$ cat src/rtl/jtframe_rom_pkg.sv
// Shared definitions for the ROM read scheduler: default geometry and the
// SDRAM-side FSM state encoding.
package jtframe_rom_pkg;

    localparam int DEF_SLOTS = 4;
    localparam int DEF_AW    = 22;

    typedef enum logic [1:0] {
        ST_IDLE      = 2'd0,
        ST_WAIT_ACK  = 2'd1,
        ST_WAIT_DATA = 2'd2
    } state_t;

endpackage

$ cat src/rtl/jtframe_rom_slot.sv
// One-word cache entry for a single ROM requester: tag, data, valid bit and
// the hit compare against the requester's current address.
module jtframe_rom_slot import jtframe_rom_pkg::*; #(
    parameter int AW = DEF_AW
) (
    input  logic          clk,
    input  logic          rst,
    input  logic          clr,
    input  logic          we,
    input  logic [AW-1:0] wr_tag,
    input  logic [31:0]   wr_data,
    input  logic          cs,
    input  logic [AW-1:0] addr,
    output logic          ok,
    output logic          miss,
    output logic [31:0]   dout
);

    logic [AW-1:0] tag;
    logic [31:0]   data;
    logic          valid;
    logic          hit;

    // clr wins over a fill so nothing loaded during a ROM download survives
    always_ff @(posedge clk) begin
        if (rst) begin
            valid <= 1'b0;
            tag   <= '0;
            data  <= '0;
        end else if (clr) begin
            valid <= 1'b0;
        end else if (we) begin
            valid <= 1'b1;
            tag   <= wr_tag;
            data  <= wr_data;
        end
    end

    assign hit  = valid && (tag == addr);
    assign ok   = cs && hit && !clr;
    assign miss = cs && !hit;
    assign dout = data;

endmodule

$ cat src/rtl/jtframe_rom_sched.sv
// Round of fixed-priority ROM fetches: each slot owns a one-word cache and
// misses are served one at a time through a single SDRAM request port.
module jtframe_rom_sched import jtframe_rom_pkg::*; #(
    parameter int SLOTS = DEF_SLOTS,
    parameter int AW    = DEF_AW
) (
    input  logic                clk,
    input  logic                rst,
    input  logic [SLOTS-1:0]    slot_cs,
    input  logic [SLOTS*AW-1:0] slot_addr,
    output logic [SLOTS-1:0]    slot_ok,
    output logic [SLOTS*32-1:0] slot_dout,
    input  logic                downloading,
    output logic                sdram_req,
    output logic [AW-1:0]       sdram_addr,
    input  logic                sdram_ack,
    input  logic                data_rdy,
    input  logic [31:0]         data_read,
    output logic                refresh_en
);

    localparam int IW = (SLOTS > 1) ? $clog2(SLOTS) : 1;

    state_t        state;
    logic [IW-1:0] sel;
    logic [IW-1:0] pick;
    logic [SLOTS-1:0] miss;
    logic [SLOTS-1:0] fill;
    logic [AW-1:0]    addr_arr [SLOTS];

    // The fill tag is the latched request address, not the slot's live address
    for (genvar n = 0; n < SLOTS; n++) begin : g_slot
        assign addr_arr[n] = slot_addr[n*AW +: AW];
        assign fill[n]     = (state == ST_WAIT_DATA) && data_rdy && (sel == IW'(n));

        jtframe_rom_slot #(.AW(AW)) u_slot (
            .clk     (clk),
            .rst     (rst),
            .clr     (downloading),
            .we      (fill[n]),
            .wr_tag  (sdram_addr),
            .wr_data (data_read),
            .cs      (slot_cs[n]),
            .addr    (addr_arr[n]),
            .ok      (slot_ok[n]),
            .miss    (miss[n]),
            .dout    (slot_dout[n*32 +: 32])
        );
    end

    always_comb begin
        pick = '0;
        for (int i = SLOTS - 1; i >= 0; i--) begin
            if (miss[i]) pick = IW'(i);
        end
    end

    assign refresh_en = (state == ST_IDLE) && !(|miss) && !downloading;

    always_ff @(posedge clk) begin
        if (rst) begin
            state      <= ST_IDLE;
            sel        <= '0;
            sdram_req  <= 1'b0;
            sdram_addr <= '0;
        end else if (downloading) begin
            state     <= ST_IDLE;
            sdram_req <= 1'b0;
        end else begin
            case (state)
                ST_IDLE: begin
                    if (|miss) begin
                        sel        <= pick;
                        sdram_addr <= addr_arr[pick];
                        sdram_req  <= 1'b1;
                        state      <= ST_WAIT_ACK;
                    end
                end
                ST_WAIT_ACK: begin
                    if (sdram_ack) begin
                        sdram_req <= 1'b0;
                        state     <= ST_WAIT_DATA;
                    end
                end
                ST_WAIT_DATA: begin
                    if (data_rdy) state <= ST_IDLE;
                end
                default: begin
                    state     <= ST_IDLE;
                    sdram_req <= 1'b0;
                end
            endcase
        end
    end

endmodule

$ cat config.mk
export PLATFORM = sky130hd
export DESIGN_NAME = jtframe_rom_sched
export DESIGN_NICKNAME = d
export VERILOG_FILES = /design/src/rtl/jtframe_rom_pkg.sv /design/src/rtl/jtframe_rom_slot.sv /design/src/rtl/jtframe_rom_sched.sv
export SDC_FILE = /design/constraint.sdc
export NUM_CORES = 1
export LEC_CHECK = 0
export CORE_ASPECT_RATIO = 1.5
export CORE_MARGIN = 3
export CORE_UTILIZATION = 40
export CTS_CLUSTER_DIAMETER = 30
export CTS_CLUSTER_SIZE = 14
export DETAILED_ROUTE_END_ITERATION = 7
export PLACE_DENSITY = 0.78
export SETUP_SLACK_MARGIN = 0.05
export SLEW_MARGIN = 40
export SYNTH_ARGS = -nofsm -noshare
export SYNTH_HDL_FRONTEND = slang
export SYNTH_HIERARCHICAL = 1
export SYNTH_SLANG_ARGS = --single-unit
$ cat constraint.sdc
create_clock -name clk -period 5.25 [get_ports clk]
set_clock_uncertainty 0.2 [all_clocks]
set_input_delay 1.3125 -clock clk [delete_from_list [all_inputs] [get_ports clk]]
set_output_delay 1.3125 -clock clk [all_outputs]
set_load 0.03 [all_outputs]
==> results of run 1 <==
[report_power, final]
part	internal, mW	total [mW]	leakage (nW)	switching, mW
Combinational	0.169	0.370	2.51	0.201
Sequential	1.89	1.94	1.99	0.0423
Clock	1.65	2.70	0.680	1.05
Total	3.71	5.00	5.19	1.29
[cells in the final DEF (no fill, tap or decap), types with 5 or more instances in the layout]
master | synthesis | final
dlygate4sd2_1 | 0 | 32
inv_8 | 0 | 7
dlymetal6s2s_1 | 0 | 36
or4_4 | 5 | 5
buf_12 | 0 | 6
inv_1 | 6 | 6
xnor2_1 | 72 | 69
xor2_1 | 16 | 16
buf_4 | 0 | 35
nand4_1 | 20 | 20
nor3_1 | 8 | 8
inv_6 | 0 | 8
o22ai_1 | 22 | 22
nand2_1 | 456 | 456
a21oi_1 | 217 | 217
clkdlybuf4s50_1 | 0 | 211
nor2_1 | 9 | 9
clkbuf_16 | 0 | 42
o22a_1 | 22 | 22
dfxtp_1 | 247 | 247
a32o_1 | 22 | 22
[cell type report]
| cell class | instances | area share (%) |
|---|---|---|
| flip-flops and latches | 247 | 33.4 |
| multi-input cells | 907 | 32.3 |
| repair buffers | 321 | 21.9 |
| clock buffers | 44 | 7.28 |
| well taps | 324 | 2.74 |
| clock inverters | 29 | 2.21 |
| inverters | 6 | 0.152 |
| diodes | 4 | 0.0676 |
[timing repair]
| item | CTS | global route |
|---|---|---|
| resized for setup | 35 | 41 |
| endpoints found under the setup margin | 2 | 1 |
| gates cloned | 0 | 0 |
| buffers inserted | 1 | 3 |
| pin swaps | 18 | 25 |
[per-stage QoR]
stage,setup slack (ns),util (%),hold WS [ns],instances,setup TNS [ns]
floorplan,0.506,-,0.248,1247,0
global placement,-0.140,54.1,0.241,1801,-0.140
detailed placement,-0.180,54.1,0.246,1801,-0.180
CTS,-0.0209,59.7,0.252,1875,-0.0209
global route,0.0406,60.4,0.268,1881,0
finish,0.0938,60.4,0.251,1882,0
[registers in the layout (all words and copies together) (netlist names)]
signal,cells
g_slot.u_slot/dout,128
g_slot.u_slot/tag,88
g_slot.u_slot/valid,4
sdram_addr,22
sdram_req,1
sel,2
state,2
[cells in the mapped netlist (all sizes together) (2+ instances only)]
| cell type | n |
|---|---|
| a21oi | 218 |
| a221oi | 2 |
| a32o | 22 |
| buf | 13 |
| clkbuf | 74 |
| dfxtp | 247 |
| inv | 6 |
| nand2 | 457 |
| nand2b | 5 |
| nand4 | 20 |
| nor2 | 10 |
| nor2b | 4 |
| nor3 | 9 |
| nor4 | 6 |
| nor4b | 4 |
| o21a | 4 |
| o21ai | 2 |
| o22a | 22 |
| o22ai | 22 |
| or4 | 5 |
| xnor2 | 72 |
| xor2 | 16 |
[routing by layer]
| metal | wire length (um) | part of all wire, % |
|---|---|---|
| met1 | 12800 | 35 |
| met2 | 19200 | 52 |
| met3 | 2920 | 7.9 |
| met4 | 2110 | 5.7 |
| met5 | 0 | 0 |
[worst max path at each step]
stage | start | to | slack [ns] | cells past startpoint
2_1_floorplan | slot_addr[68] | refresh_en | 0.51 | 6
3_3_place_gp | slot_addr[69] | refresh_en | -0.14 | 8
3_5_place_dp | slot_addr[69] | refresh_en | -0.18 | 8
4_1_cts | slot_addr[1] | refresh_en | -0.02 | 8
5_1_grt | slot_addr[75] | refresh_en | 0.04 | 9
6_report | slot_addr[56] | refresh_en | 0.09 | 8
[worst min-delay path, stage by stage (launching register included)]
cell	delay, ns
dfxtp_1	0.30
nand2_1	0.05
a21oi_1	0.05
[logic make-up (layout without fill, tap and decap cells)]
logic type | Yosys count | count (layout) | synth area share, %
DFF | 247 | 247 | 49.3
buffers and inverters | 93 | 400 | 3.89
and+or+nand+nor | 523 | 523 | 21.7
other | 0 | 4 | 0
xor gates and xnor gates | 88 | 88 | 7.69
AOI/OAI and AO/OA | 296 | 296 | 17.4
==> metrics, run 1 <==
status finished, final reports clean; overall power 5.00 mW; Synth Register Bits 247; ys async rst share 0%; maximum clock path buffer count 3; Synth cell types 34; DRT Pass-1 Iters 5; drt first-iter violations 454; die height 200 um; main area contributors after synthesis dfxtp_1 49%, nand2_1 17%, a21oi_1 11%, xnor2_1 6.3%, clkbuf_1 2.8%; Starting Density 40.9%; Ys Warns 6; initial antenna violation count 3; ys flop type dfxtp_1; area of the multi-input gates 4780 um^2; Yosys top cell area share 49.3%; Setup CP Type in -> out; Worst-Skew Late Latency 0.53 ns; # DRC 0; Pleak 5.19 nW; worst path bufs/invs 2; minimum clock period 5.16 ns; Worst R2R End sdram_addr[12]$_SDFFE_PP0P_; routed length per placed instance 19.7 um; Port Buf Inserts 284; H-tree depth 2; ANT nets after route 0; Layout fillers 2,097; Pwr per Cell Area 338 nW/um^2; GR Util met3 6.77%; Crit. End Element primary output; Req. time, crit path 3.74 ns; worst reg2reg setup slack 1.85 ns; design area 14,800 um^2; Register Area 4940 um^2; layout cells sized above 1 9.27%; clock sinks 247; synthesized area 10,000 um^2; CP max FO 2; CTS Hold Bufs 0; Hold WC Path Type reg -> reg; highest clock rate 194 MHz; core area 24,500 um^2; synthesized area per cell 8.04 um^2; final global-route overflow total 0; CTS buffer count 40; Largest delay share family, worst path simple AND/OR/NAND/NOR gates; Hold Path Sink g_slot[0].u_slot/dout[20]$_SDFFE_PP0P_; most used cell, CP or4_4; CP max stage delay 0.54 ns; CTS tree yes; Setup crit start kind input port; met1 usage 26.9%; Synthesized Nets 1,376; reg2reg start g_slot[3].u_slot/tag[3]$_SDFFE_PP0P_; peak supply drop 0.285 mV; pin count of the biggest net entering global routing 129; critical path cell sequence dlygate4sd2_1 -> xnor2_1 -> nand4_1 -> or4_4 -> o21a_1 -> or4_4 -> and2b_2 -> buf_12; Seq/Total Area, Yosys 49.3%; GRT Max-Usage Layer met2; Max-Cap Viols 0; RSZ-0062 raised after global routing no; first-pass GRT wire length 55,000 um; worst rel slew slack 43.7%; EDFF count, synth 0; WHS Path Cells 2; fin nets 1,652; Die Footprint 27,000 um^2; CP max stage cell or4_4; num ports 285; Period Utilization, post-route 98.2%; cell taking the most area after synthesis dfxtp_1; met2 Resource Use GR 47.4%; Chip Width 135 um; Area Growth Syn to Fin 47.7%; Rows 70; Worst-Margin Slew 0.845 ns; total track usage 26.0%; vias per cell 5.37; clock transition at the registers of the reported paths 0.05 ns; half-perimeter wire length after detailed placement 25,900 um; Via Count 10.1k; vias in the first global route 9,969; DRT Wirelength 37,000 um; Hold Fails Final Rpt 0; Area after DPL 13,300 um^2; Slew Viols, Final 0; Reg2Reg Depth 10; setup violators final 0; gpl congestion 0.927; Cells after Synth 1,247; Root Driver clkbuf_16; hold path start g_slot[0].u_slot/dout[20]$_SDFFE_PP0P_; worst path arrival time 3.64 ns
(Power assumes the default switching activity.)
==> run 2, diff against run 1 <==
--- a/config.mk
+++ b/config.mk
@@ -16,5 +16,4 @@
 export SLEW_MARGIN = 40
 export SYNTH_ARGS = -nofsm -noshare
 export SYNTH_HDL_FRONTEND = slang
-export SYNTH_HIERARCHICAL = 1
 export SYNTH_SLANG_ARGS = --single-unit
==> metrics, run 2 <==
status finished, final reports clean; Max-Cap Viols 0 (unchanged); Slew Viols, Final 0 (unchanged); dpl cells 1,812 (+0.61%); RSZ-0062 raised after global routing no; total track usage 26.8% (+0.82 points); worst path arrival time 3.60 ns (-0.04 ns); first-pass GRT wire length 57,700 um (+5.0%); highest clock rate 196 MHz (+0.82%); Cells after Synth 1,260 (+1.0%); H-tree depth 2 (unchanged); final global-route overflow total 0 (unchanged); CP max stage cell or4_4; Area after DPL 13,400 um^2 (+1.0%); design area 14,800 um^2 (-0.39%); Pwr per Cell Area 329 nW/um^2 (-2.5%); Yosys top cell area share 48.1% (-1.3 points); Min Hold Slack 0.252 ns (+0.000704 ns); Req. time, crit path 3.74 ns (about the same); clock transition at the registers of the reported paths 0.05 ns (about the same); Synth top cells by count 438 x nand2_1, 247 x dfxtp_1, 223 x a21oi_1; DRT Wirelength 37,900 um (+2.4%); Hold WC Path Type reg -> reg; cell taking the most area after synthesis dfxtp_1; num ports 285 (unchanged); synthesized area per cell 8.17 um^2 (+1.6%); Core Util, Final 58.5% (-1.9 points); CTS tree yes; die height 202 um (+1.3%); Synth cell types 39 (+15%); overall power 4.86 mW (-2.9%); Crit. End Element primary output; Worst-Skew Late Latency 0.53 ns (about the same); fin nets 1,657 (+0.30%); layout cells sized above 1 8.16% (-1.1 points); routed length per placed instance 20.1 um (+2.2%); Crit path depth 8 (unchanged); synthesized area 10,300 um^2 (+2.6%); ANT nets after route 0 (unchanged); critical path cell sequence clkdlybuf4s50_1 -> xnor2_1 -> nand4_1 -> nor4_4 -> a31oi_4 -> or4_4 -> nor2_4 -> buf_12; worst rel slew slack 50.8% (+7.1 points); Largest delay share family, worst path simple AND/OR/NAND/NOR gates; pin count of the biggest net entering global routing 87 (-33%); Chip Width 137 um (+1.2%); vias in the first global route 10.5k (+5.4%); Synthesized Nets 1,389 (+0.94%); Via Count 10.2k (+0.94%); Port Buf Inserts 284 (unchanged); minimum clock period 5.11 ns (-0.0419 ns); Largest register FFs 128 (unchanged); Die Footprint 27,700 um^2 (+2.5%); Period Utilization, post-route 97.4% (-0.80 points); most used standard cell by instance count after synthesis nand2_1; Starting Density 40.8% (-0.097 points); gpl congestion 0.925 (-0.22%); clock sinks 247 (unchanged); Layout fillers 2,183 (+4.1%); commonest non-fill, non-tap cell in the layout nand2_1; core area 25,200 um^2 (+2.9%); maximum clock path buffer count 3 (unchanged); Area Growth Syn to Fin 43.4%; Ys Warns 0 (-6); Hold Fails Final Rpt 0 (unchanged); CP max stage delay 0.61 ns (+0.07 ns); drt first-iter violations 621 (+37%); setup violators final 0 (unchanged); Root Driver clkbuf_16; Seq/Total Area, Yosys 48.1% (-1.3 points); Synth Register Bits 247 (unchanged); DRT Pass-1 Iters 5 (unchanged); initial antenna violation count 5 (+2); commonest cells after routing, fill and taps aside 436 x nand2_1, 279 x clkdlybuf4s50_1, 247 x dfxtp_1; worst path bufs/invs 2 (unchanged); ys flop type dfxtp_1; peak supply drop 0.278 mV (-2.5%); CTS buffer count 41 (+2.5%); Rows 71 (+1.4%); Pleak 5.15 nW (-0.69%); Post-Layout Cell Count 1,886 (+0.21%); Worst-Margin Slew 0.738 ns (-0.106 ns); # DRC 0 (unchanged); WHS Path Cells 2 (unchanged); Setup CP Type in -> out; Setup crit start kind input port; ys async rst share 0% (unchanged); CP max FO 2 (unchanged); Reg2Reg Depth 10 (unchanged); EDFF count, synth 0 (unchanged); main area contributors after synthesis dfxtp_1 48%, nand2_1 16%, a21oi_1 11%, xnor2_1 5.0%, mux2i_1 4.3%; half-perimeter wire length after detailed placement 26,200 um (+1.0%); vias per cell 5.41 (+0.73%)
run 2: per-stage QoR:
step | setup TNS, ns | setup WS, ns
3_5_place_dp | -0.0948 | -0.0626
2_1_floorplan | 0 | 0.643
5_1_grt | 0 | 0.0448
4_1_cts | -0.00243 | -0.00243
3_3_place_gp | -0.135 | -0.0788
6_report | 0 | 0.136
run 2: tightest hold or removal path, delay by kind of cell, from the launching register on:
kind	cells	cell delay (ns)
AO/OA/AOI/OAI	1	0.05
flip-flops	1	0.30
AND/OR/NAND/NOR	1	0.05
run 2: metal layers:
metal | global-route usage (%) | wire [um]
met5 | 0 | 63
met4 | 19.2 | 2770
met3 | 8.22 | 3670
met2 | 45.1 | 18500
met1 | 27.9 | 12900
run 2: final timing paths:
path	startpoint	endpoint	slack (ns)
max	slot_addr[8]	refresh_en	0.14
min	g_slot[3].u_slot.dout[29]$_SDFFE_PP0P_	g_slot[3].u_slot.dout[29]$_SDFFE_PP0P_	0.25
max reg2reg	g_slot[2].u_slot.tag[2]$_SDFFE_PP0P_	sdram_addr[21]$_SDFFE_PP0P_	1.79
min reg2reg	g_slot[3].u_slot.dout[29]$_SDFFE_PP0P_	g_slot[3].u_slot.dout[29]$_SDFFE_PP0P_	0.25
run 2: logic make-up (layout without fill, tap and decap cells):
logic type | after synthesis | after routing | synth area share, %
compound gates | 259 | 259 | 14.3
buf+inv | 96 | 393 | 4.54
flops | 247 | 247 | 48.1
simple gates | 526 | 526 | 21.4
mux | 44 | 44 | 4.28
other cells | 0 | 1 | 0
xor+xnor | 88 | 88 | 7.49
run 2: timing repair:
item | 4_1_cts | 5_1_grt
buffers inserted | 0 | 1
setup endpoints to repair | 2 | 2
hold buffers | 0 | 0
resized for setup | 3 | 4
hold endpoints to repair | 0 | 0
pin swaps | 0 | 2
run 2: cell type report:
class                      instances  area [um^2]  share of cell area (%)
antenna                            1         2.50                  0.0170
clock buffer                      46         1060                    7.22
clock inverter                    26          248                    1.68
inverter                           8         30.0                   0.204
multi-input combinational        917         4950                    33.6
sequential                       247         4940                    33.5
tap                              328          410                    2.78
timing repair buffer             313         3100                    21.0
run 2: power by group:
part           internal (mW)  total [mW]  switching (mW)
Combinational          0.174       0.379           0.205
Clock                   1.58        2.55           0.967
Sequential              1.89        1.93          0.0398
==> run 3, diff against run 2 <==
--- a/config.mk
+++ b/config.mk
@@ -11,7 +11,7 @@
 export CTS_CLUSTER_DIAMETER = 30
 export CTS_CLUSTER_SIZE = 14
 export DETAILED_ROUTE_END_ITERATION = 7
-export PLACE_DENSITY = 0.78
+export PLACE_DENSITY = 0.67
 export SETUP_SLACK_MARGIN = 0.05
 export SLEW_MARGIN = 40
 export SYNTH_ARGS = -nofsm -noshare
==> metrics, run 3 (same netlist as run 2, synthesis figures left out) <==
status finished, final reports clean; fin nets 1,655 (-0.12%); peak supply drop 0.242 mV (-13%); Pleak 5.25 nW (+2.0%); pre-CTS setup slack -0.118 ns (-0.0552 ns); highest clock rate 195 MHz (-0.29%); WHS Path Cells 2 (unchanged); worst reg2reg setup slack 1.94 ns (+0.15 ns); Register Area 4940 um^2 (unchanged); layout cells sized above 1 8.23% (+0.070 points); Area after DPL 13,400 um^2 (about the same); Worst-Margin Slew 0.808 ns (+0.0696 ns); pin count of the biggest net entering global routing 146 (+68%); worst rel slew slack 46.0% (-4.8 points); Area Growth Syn to Fin 44.6%; die height 202 um (unchanged); num ports 285 (unchanged); clock sinks 247 (unchanged); design area 14,900 um^2 (+0.85%); Worst-Skew Late Latency 0.52 ns (about the same); commonest non-fill, non-tap cell in the layout nand2_1; Pwr per Cell Area 341 nW/um^2 (+3.7%); total track usage 26.2% (-0.65 points); CTS buffer count 42 (+2.4%); Largest register FFs 128 (unchanged); Slew Viols, Final 0 (unchanged); Reg2Reg Depth 9 (-1); area of the multi-input gates 4960 um^2 (+0.10%); Hold WC Path Type reg -> reg; worst path arrival time 3.62 ns (+0.02 ns); minimum clock period 5.13 ns (+0.0151 ns); DRT Wirelength 37,200 um (-1.9%); Min Hold Slack 0.250 ns (-0.00204 ns); Req. time, crit path 3.74 ns (about the same); clock transition at the registers of the reported paths 0.05 ns (about the same); drt first-iter violations 578 (-6.9%); final global-route overflow total 0 (unchanged); gpl congestion 0.886 (-4.2%); routed length per placed instance 19.8 um (-1.8%); half-perimeter wire length after detailed placement 25,900 um (-1.1%); initial antenna violation count 1 (-4); Chip Width 137 um (unchanged); setup violators final 0 (unchanged); # DRC 0 (unchanged); CTS tree yes; ANT nets after route 0 (unchanged); Hold Fails Final Rpt 0 (unchanged); setup TNS 0 ns (unchanged); Via Count 9,827 (-3.7%); vias per cell 5.22 (-3.6%); Worst R2R End sdram_addr[9]$_SDFFE_PP0P_; hold path start g_slot[3].u_slot.dout[14]$_SDFFE_PP0P_; Setup CP Type in -> out; Layout fillers 2,291 (+4.9%); Hold Path Sink g_slot[3].u_slot.dout[14]$_SDFFE_PP0P_; Core Util, Final 59.0% (+0.50 points); RSZ-0062 raised after global routing yes; Crit. End Element primary output; DRT Pass-1 Iters 5 (unchanged); reg2reg start g_slot[2].u_slot.tag[4]$_SDFFE_PP0P_; Port Buf Inserts 284 (unchanged); Rows 71 (unchanged); Post-Layout Cell Count 1,884 (-0.11%); Max-Cap Viols 0 (unchanged); Die Footprint 27,700 um^2 (unchanged); vias in the first global route 9,643 (-8.2%); Root Driver clkbuf_16; maximum clock path buffer count 3 (unchanged); Setup crit start kind input port; first-pass GRT wire length 56,000 um (-2.9%); dpl cells 1,810 (-0.11%); setup ws final 0.121 ns (-0.0151 ns); H-tree depth 2 (unchanged); Period Utilization, post-route 97.7% (+0.29 points); diode count 0 (-1); Starting Density 40.8% (unchanged); core area 25,200 um^2 (unchanged); commonest cells after routing, fill and taps aside 436 x nand2_1, 278 x clkdlybuf4s50_1, 247 x dfxtp_1; overall power 5.08 mW (+4.6%); CP max FO 3 (+1)
-- run 3: how the worst max path moves through the flow --
stage               cells past startpoint         end           from
finish                                  8  refresh_en   slot_addr[0]
global placement                        8  refresh_en  slot_addr[17]
detailed placement                      8  refresh_en  slot_addr[17]
global route                            8  refresh_en   slot_addr[8]
CTS                                     8  refresh_en   slot_addr[8]
floorplan                               6  refresh_en  slot_addr[38]
-- run 3: area by class of cell --
class | count | share of cell area (%)
clock buffer | 49 | 7.65
inverter | 8 | 0.202
multi-input combinational | 917 | 33.3
timing repair buffer | 310 | 20.8
tap | 328 | 2.76
sequential | 247 | 33.2
clock inverter | 25 | 2.04
-- run 3: report_power, final --
part	total (mW)	internal [mW]	switching (mW)	leakage (nW)
clock network	2.76	1.78	0.987	0.695
logic	0.382	0.176	0.205	2.56
registers	1.93	1.89	0.0398	1.99
total	5.08	3.85	1.23	5.25
-- run 3: routing by layer --
metal	global-route usage (%)	wire, um
met5	0	11
met4	14.7	2310
met2	45.8	18900
met3	6.13	2690
met1	28.6	13300
-- run 3: what timing repair did --
action	CTS	global route
hold buffers	0	0
buffers inserted	0	0
endpoints found under the setup margin	1	3
pin swaps	1	2
gates resized for setup	5	4
-- run 3: worst max-delay path, stage by stage --
cell,delay [ns]
clkdlybuf4s50_1,0.55
xnor2_2,0.15
nand4_1,0.16
nor4_4,0.37
a31oi_4,0.17
or4_4,0.61
nor2_4,0.16
buf_12,0.13
